[src/rtl/serial_cmd_rx.sv]
// Asynchronous serial frame receiver: start, DATA_WIDTH data bits LSB first,
// parity, stop. Delivers the accepted word plus parity status; framing faults are flagged separately.
module serial_cmd_rx #(
    parameter int CLKS_PER_BIT = 16,
    parameter int DATA_WIDTH   = 8,
    parameter int PARITY_ODD   = 0
) (
    input  logic                  clk,
    input  logic                  rst_n,
    input  logic                  rx,
    output logic [DATA_WIDTH-1:0] data_out,
    output logic                  data_valid,
    output logic                  p_error,
    output logic                  framing_error,
    output logic                  busy
);

    localparam int CW = $clog2(CLKS_PER_BIT);
    localparam int IW = $clog2(DATA_WIDTH);

    localparam logic [CW-1:0] HALF_M1  = CW'(CLKS_PER_BIT / 2 - 1);
    localparam logic [CW-1:0] FULL_M1  = CW'(CLKS_PER_BIT - 1);
    localparam logic [CW-1:0] FLUSH    = CW'(2);
    localparam logic [IW-1:0] LAST_IDX = IW'(DATA_WIDTH - 1);
    localparam logic          PAR_ODD  = (PARITY_ODD != 0);

    localparam logic [2:0] ST_RECOVER = 3'd0;
    localparam logic [2:0] ST_IDLE    = 3'd1;
    localparam logic [2:0] ST_START   = 3'd2;
    localparam logic [2:0] ST_DATA    = 3'd3;
    localparam logic [2:0] ST_PARITY  = 3'd4;
    localparam logic [2:0] ST_STOP    = 3'd5;
    localparam logic [2:0] ST_BREAK   = 3'd6;

    logic                  sync1_q, sync2_q;
    logic                  rx_s;
    logic [2:0]            state_q, state_d;
    logic [CW-1:0]         cnt_q, cnt_d;
    logic [IW-1:0]         idx_q, idx_d;
    logic [DATA_WIDTH-1:0] shift_q, shift_d;
    logic                  par_q, par_d;
    logic [DATA_WIDTH-1:0] data_q, data_d;
    logic                  perr_q, perr_d;
    logic                  dv_q, dv_d;
    logic                  fe_q, fe_d;

    assign rx_s = sync2_q;

    always_comb begin
        state_d = state_q;
        cnt_d   = cnt_q + CW'(1);
        idx_d   = idx_q;
        shift_d = shift_q;
        par_d   = par_q;
        data_d  = data_q;
        perr_d  = perr_q;
        dv_d    = 1'b0;
        fe_d    = 1'b0;

        case (state_q)
            ST_RECOVER: begin
                // The synchroniser's reset value is not a real line sample, so
                // wait until it has been flushed before trusting rx_s high.
                if (cnt_q == FLUSH) begin
                    cnt_d = cnt_q;
                    if (rx_s) begin
                        state_d = ST_IDLE;
                    end
                end
            end
            ST_BREAK: begin
                cnt_d = '0;
                if (rx_s) begin
                    state_d = ST_IDLE;
                end
            end
            ST_IDLE: begin
                cnt_d = '0;
                idx_d = '0;
                if (!rx_s) begin
                    state_d = ST_START;
                end
            end
            ST_START: begin
                if (cnt_q == HALF_M1) begin
                    cnt_d   = '0;
                    state_d = rx_s ? ST_IDLE : ST_DATA;
                end
            end
            ST_DATA: begin
                if (cnt_q == FULL_M1) begin
                    cnt_d   = '0;
                    shift_d = {rx_s, shift_q[DATA_WIDTH-1:1]};
                    idx_d   = idx_q + IW'(1);
                    if (idx_q == LAST_IDX) begin
                        state_d = ST_PARITY;
                    end
                end
            end
            ST_PARITY: begin
                if (cnt_q == FULL_M1) begin
                    cnt_d   = '0;
                    par_d   = rx_s;
                    state_d = ST_STOP;
                end
            end
            ST_STOP: begin
                if (cnt_q == FULL_M1) begin
                    cnt_d = '0;
                    if (rx_s) begin
                        data_d  = shift_q;
                        perr_d  = ((^shift_q) ^ par_q) != PAR_ODD;
                        dv_d    = 1'b1;
                        state_d = ST_IDLE;
                    end else begin
                        fe_d    = 1'b1;
                        state_d = ST_BREAK;
                    end
                end
            end
            default: begin
                cnt_d   = '0;
                state_d = ST_RECOVER;
            end
        endcase
    end

    always_ff @(posedge clk) begin
        if (!rst_n) begin
            sync1_q <= 1'b1;
            sync2_q <= 1'b1;
            state_q <= ST_RECOVER;
            cnt_q   <= '0;
            idx_q   <= '0;
            shift_q <= '0;
            par_q   <= 1'b0;
            data_q  <= '0;
            perr_q  <= 1'b0;
            dv_q    <= 1'b0;
            fe_q    <= 1'b0;
        end else begin
            sync1_q <= rx;
            sync2_q <= sync1_q;
            state_q <= state_d;
            cnt_q   <= cnt_d;
            idx_q   <= idx_d;
            shift_q <= shift_d;
            par_q   <= par_d;
            data_q  <= data_d;
            perr_q  <= perr_d;
            dv_q    <= dv_d;
            fe_q    <= fe_d;
        end
    end

    assign data_out      = data_q;
    assign p_error       = perr_q;
    assign data_valid    = dv_q;
    assign framing_error = fe_q;
    assign busy          = (state_q == ST_START) || (state_q == ST_DATA) ||
                           (state_q == ST_PARITY) || (state_q == ST_STOP);

endmodule

[config.mk]
export PLATFORM = sky130hd
export DESIGN_NAME = serial_cmd_rx
export DESIGN_NICKNAME = d
export VERILOG_FILES = /design/src/rtl/serial_cmd_rx.sv
export SDC_FILE = /design/constraint.sdc
export NUM_CORES = 1
export LEC_CHECK = 0
export ABC_AREA = 1
export BUFFER_PORTS_ARGS = -buffer_cell sky130_fd_sc_hd__buf_2
export CAP_MARGIN = 20
export CORE_AREA = 2 2 59 61
export DETAILED_ROUTE_END_ITERATION = 10
export DIE_AREA = 0 0 61 63
export PLACE_DENSITY = 0.73
export SLEW_MARGIN = 20
export SYNTH_ARGS = -nofsm -noshare
export SYNTH_HDL_FRONTEND = slang
export SYNTH_SLANG_ARGS = --single-unit
[constraint.sdc]
create_clock -name clk -period 1.4 [get_ports clk]
set_input_delay 0.28 -clock clk [delete_from_list [all_inputs] [get_ports clk]]
set_output_delay 0.28 -clock clk [all_outputs]
set_load 0.05 [all_outputs]
==> results by group <==
Outcome
  • Status: complete, but fails checks
  • Failing checks: negative setup slack

Timing
  • Final hold violations: 0
  • Final Critical Period: 1.49 ns
  • Final WS setup: -0.0852 ns
  • Setup Skew: 0.0139 ns
  • Final setup violating endpoints: 13
  • Final period utilization: 1.06
  • Worst Max-Slew Pin Slew: 0.255 ns
  • Unrepaired setup endpoints after global routing: true
  • Fmax: 673 MHz
  • Max-slew violations: 0
  • Max-slew headroom: 0.829

Synthesis
  • Post-Synth Simple-Gate Area: 0.292
  • Distinct cells, synth: 29
  • Mapped Area: 0.00163 mm²
  • Post-synthesis mux area share: 0
  • Largest family of logic cells by synthesized area: simple AND/OR/NAND/NOR gates
  • Sequential fraction of the synthesis area: 0.393
  • Synth Warn #: 0
  • Number of synthesized register bits: 32
  • Post-Synthesis Net Count: 234
  • Avg Cell Area, Syn: 7.18 µm²
  • Synth Area in Adders: 0.0307
  • Xor/xnor share of the synthesized area: 0.0107
  • Synth Area in Compound Gates: 0.174
  • Cells after synthesis: 227

Global routing
  • Initial antenna violation count: 0
  • Pin count of the biggest net entering global routing: 25
  • First-pass GRT wire length: 5990 µm
  • Tot GR Track Use: 0.206
  • Vias in the first global route: 1451
  • Grt ovf: 0

Placement
  • Final RePlAce weighted congestion: 0.840
  • Setup WS pre-CTS: -0.0288 ns
  • Post-DP HPWL: 2350 µm
  • Port-buffer cells: 14
  • Area after DPL: 0.00182 mm²

Route
  • ANT nets after route: 0
  • Vias per cell: 4.95
  • Drt pass-1 iters: 4
  • Starting DRT DRC Count: 43
  • Highest routed layer: met4
  • Via total after detailed routing: 1535
  • WL met2: 1820 µm
  • DRC viols: 0
  • Routed Wire Length: 3620 µm
  • M1 WL: 1580 µm
  • Drt wl/cell: 11.7 µm
  • Met3 WL: 143 µm

Pwr
  • Worst vdd ir: 647 µV
  • Static Leakage: 0.000993 µW
  • PD cells: 1730 mW/mm²

Finish
  • Filler cells: 305
  • Final Cell Area: 0.00211 mm²
  • Nets: 270
  • Share of layout cells above drive strength 1: 0.356
  • Area growth, synth to finish: 29.4%
  • Diode count: 0

Critical path
  • Kind of critical path: flop to flop
  • Crit path arrival time: 1.76 ns
  • Critical path startpoint category: flop
  • Worst Setup End Kind: flop
  • Crit-path max FO: 8
  • WP data required: 1.67 ns

Clock tree
  • Root Driver: clkbuf_4
  • TritonCTS buffer count: 5
  • H-tree Lvls: 2
  • Skew-Pair Late Insertion Delay: 0.34 ns
  • Hold Buf Count CTS: 0
  • CTS Sinks: 32
  • Clock slew at reported path FFs: 0.10 ns
  • CTS tree: yes
  • Max Buffers Root-to-Sink: 2

Run
  • Max Cap Violations: 0

Floorplanning
  • Die Y: 63 µm
  • Starting density of the core: 0.504
  • Ports: 15
  • Die area: 0.00384 mm²
  • Number of placement rows: 21
  • Core Region: 0.00323 mm²
  • Die extent in x: 61 µm

Worst hold path
  • Hold Path Class: primary input to flop
-- final timing paths --
kind / startpoint / end / slack, ns / cells past startpoint
worst max-delay path: cnt_q[1] / shift_q[2] / -0.09 / 8
worst min-delay path: rx / sync1_q / 0.12 / 2
worst max register to register: cnt_q[1] / shift_q[2] / -0.09 / 8
worst min register to register: sync1_q / rx_s / 0.43 / 1
-- placed cells by master (no fill, tap or decap), drive strengths merged, types with 3 or more instances in the layout --
cell	netlist	final
or2	3	3
a21oi	23	23
ha	4	4
nand2	45	45
buf	4	34
o21ai	25	25
dfxtp	32	32
nand3	11	11
inv	31	30
nor2	38	38
clkinv	0	3
clkbuf	2	6
-- registers in the layout, summed over array words and instances (netlist names) --
| name | cells |
|---|---|
| data_valid | 1 |
| p_error | 1 |
| framing_error | 1 |
| par_q | 1 |
| shift_q | 8 |
| cnt_q | 4 |
| sync1_q | 1 |
| rx_s | 1 |
| idx_q | 3 |
| state_q | 3 |
| data_out | 8 |
-- final cells by class --
type | instances | area, µm² | share of cell area
clock buffers | 6 | 41.3 | 0.0196
clock inverters | 2 | 35.0 | 0.0166
inverters | 31 | 131 | 0.0623
multi-input cells | 158 | 952 | 0.451
flip-flops and latches | 32 | 653 | 0.310
well taps | 46 | 57.6 | 0.0273
repair buffers | 34 | 234 | 0.111
repair inverters | 1 | 5.00 | 0.00237
-- critical path: stages (launching register included) --
cell     delay [ns]
dfxtp_2        0.37
ha_4           0.15
nand2_4        0.06
nor2_4         0.19
inv_2          0.08
nor2_4         0.20
buf_6          0.17
o21ai_2        0.06
a21oi_1        0.13
-- cell families (layout without fill, tap and decap cells) --
family,Yosys count,in the layout
adder cells (fa/ha/maj),4,4
flip-flops,32,32
AND/OR/NAND/NOR,100,100
AO/OA/AOI/OAI,52,52
buffers and inverters,37,74
XOR/XNOR,2,2
-- power breakdown --
part           total, µW  internal [µW]  switching (µW)
sequential          1180           1040             134
clock                696            374             322
combinational       1770            756            1010
-- synth_stat cells --
cell type / number / area share
or2_2: 2 / 0.0077
nor2b_4: 1 / 0.0084
o211a_1: 1 / 0.0061
buf_2: 1 / 0.0031
nand2_1: 42 / 0.097
xnor2_1: 1 / 0.0054
dfxtp_1: 32 / 0.39
o22ai_1: 1 / 0.0038
o21ai_0: 22 / 0.068
or2_0: 1 / 0.0038
o21ai_2: 3 / 0.016
a311oi_1: 1 / 0.0054
nor2_4: 3 / 0.021
nor2_2: 5 / 0.019
a21oi_1: 23 / 0.071
inv_2: 7 / 0.016
buf_6: 3 / 0.021
nor3_1: 1 / 0.0031
nor4_1: 1 / 0.0038
xor2_1: 1 / 0.0054
nand3_4: 1 / 0.011
nand2_2: 3 / 0.012
ha_1: 4 / 0.031
nand3_1: 8 / 0.025
clkbuf_1: 2 / 0.0046
nor2_1: 30 / 0.069
inv_1: 24 / 0.055
o211ai_1: 1 / 0.0046
nand3_2: 2 / 0.012
-- repair_timing --
action | in CTS | in global routing
setup endpoints to repair | 21 | 26
gates resized for setup | 27 | 27
setup buffers | 5 | 3
cloned | 0 | 1
hold endpoints to repair | 0 | 0
pin swaps | 7 | 8
-- routing by layer --
layer | vias up | GRT usage
met1 | 688 | 0.243
met4 | 0 | 0.0924
li1 | 797 | -
met2 | 39 | 0.345
met5 | - | 0
met3 | 11 | 0.0455
-- stage by stage --
step	power, µW	utilization	cells	TNS (ns)	hold slack [ns]
6_report	3640	0.653	310	-0.591	0.117
5_1_grt	3900	0.653	310	-2.42	0.122
4_1_cts	3510	0.624	306	-0.0698	0.116
3_5_place_dp	2510	0.564	293	-0.0712	0.412
3_3_place_gp	2480	0.564	293	-0.00868	0.412
2_1_floorplan	2220	-	227	0	0.387
Note: power is estimated with default switching activity, not from simulation.
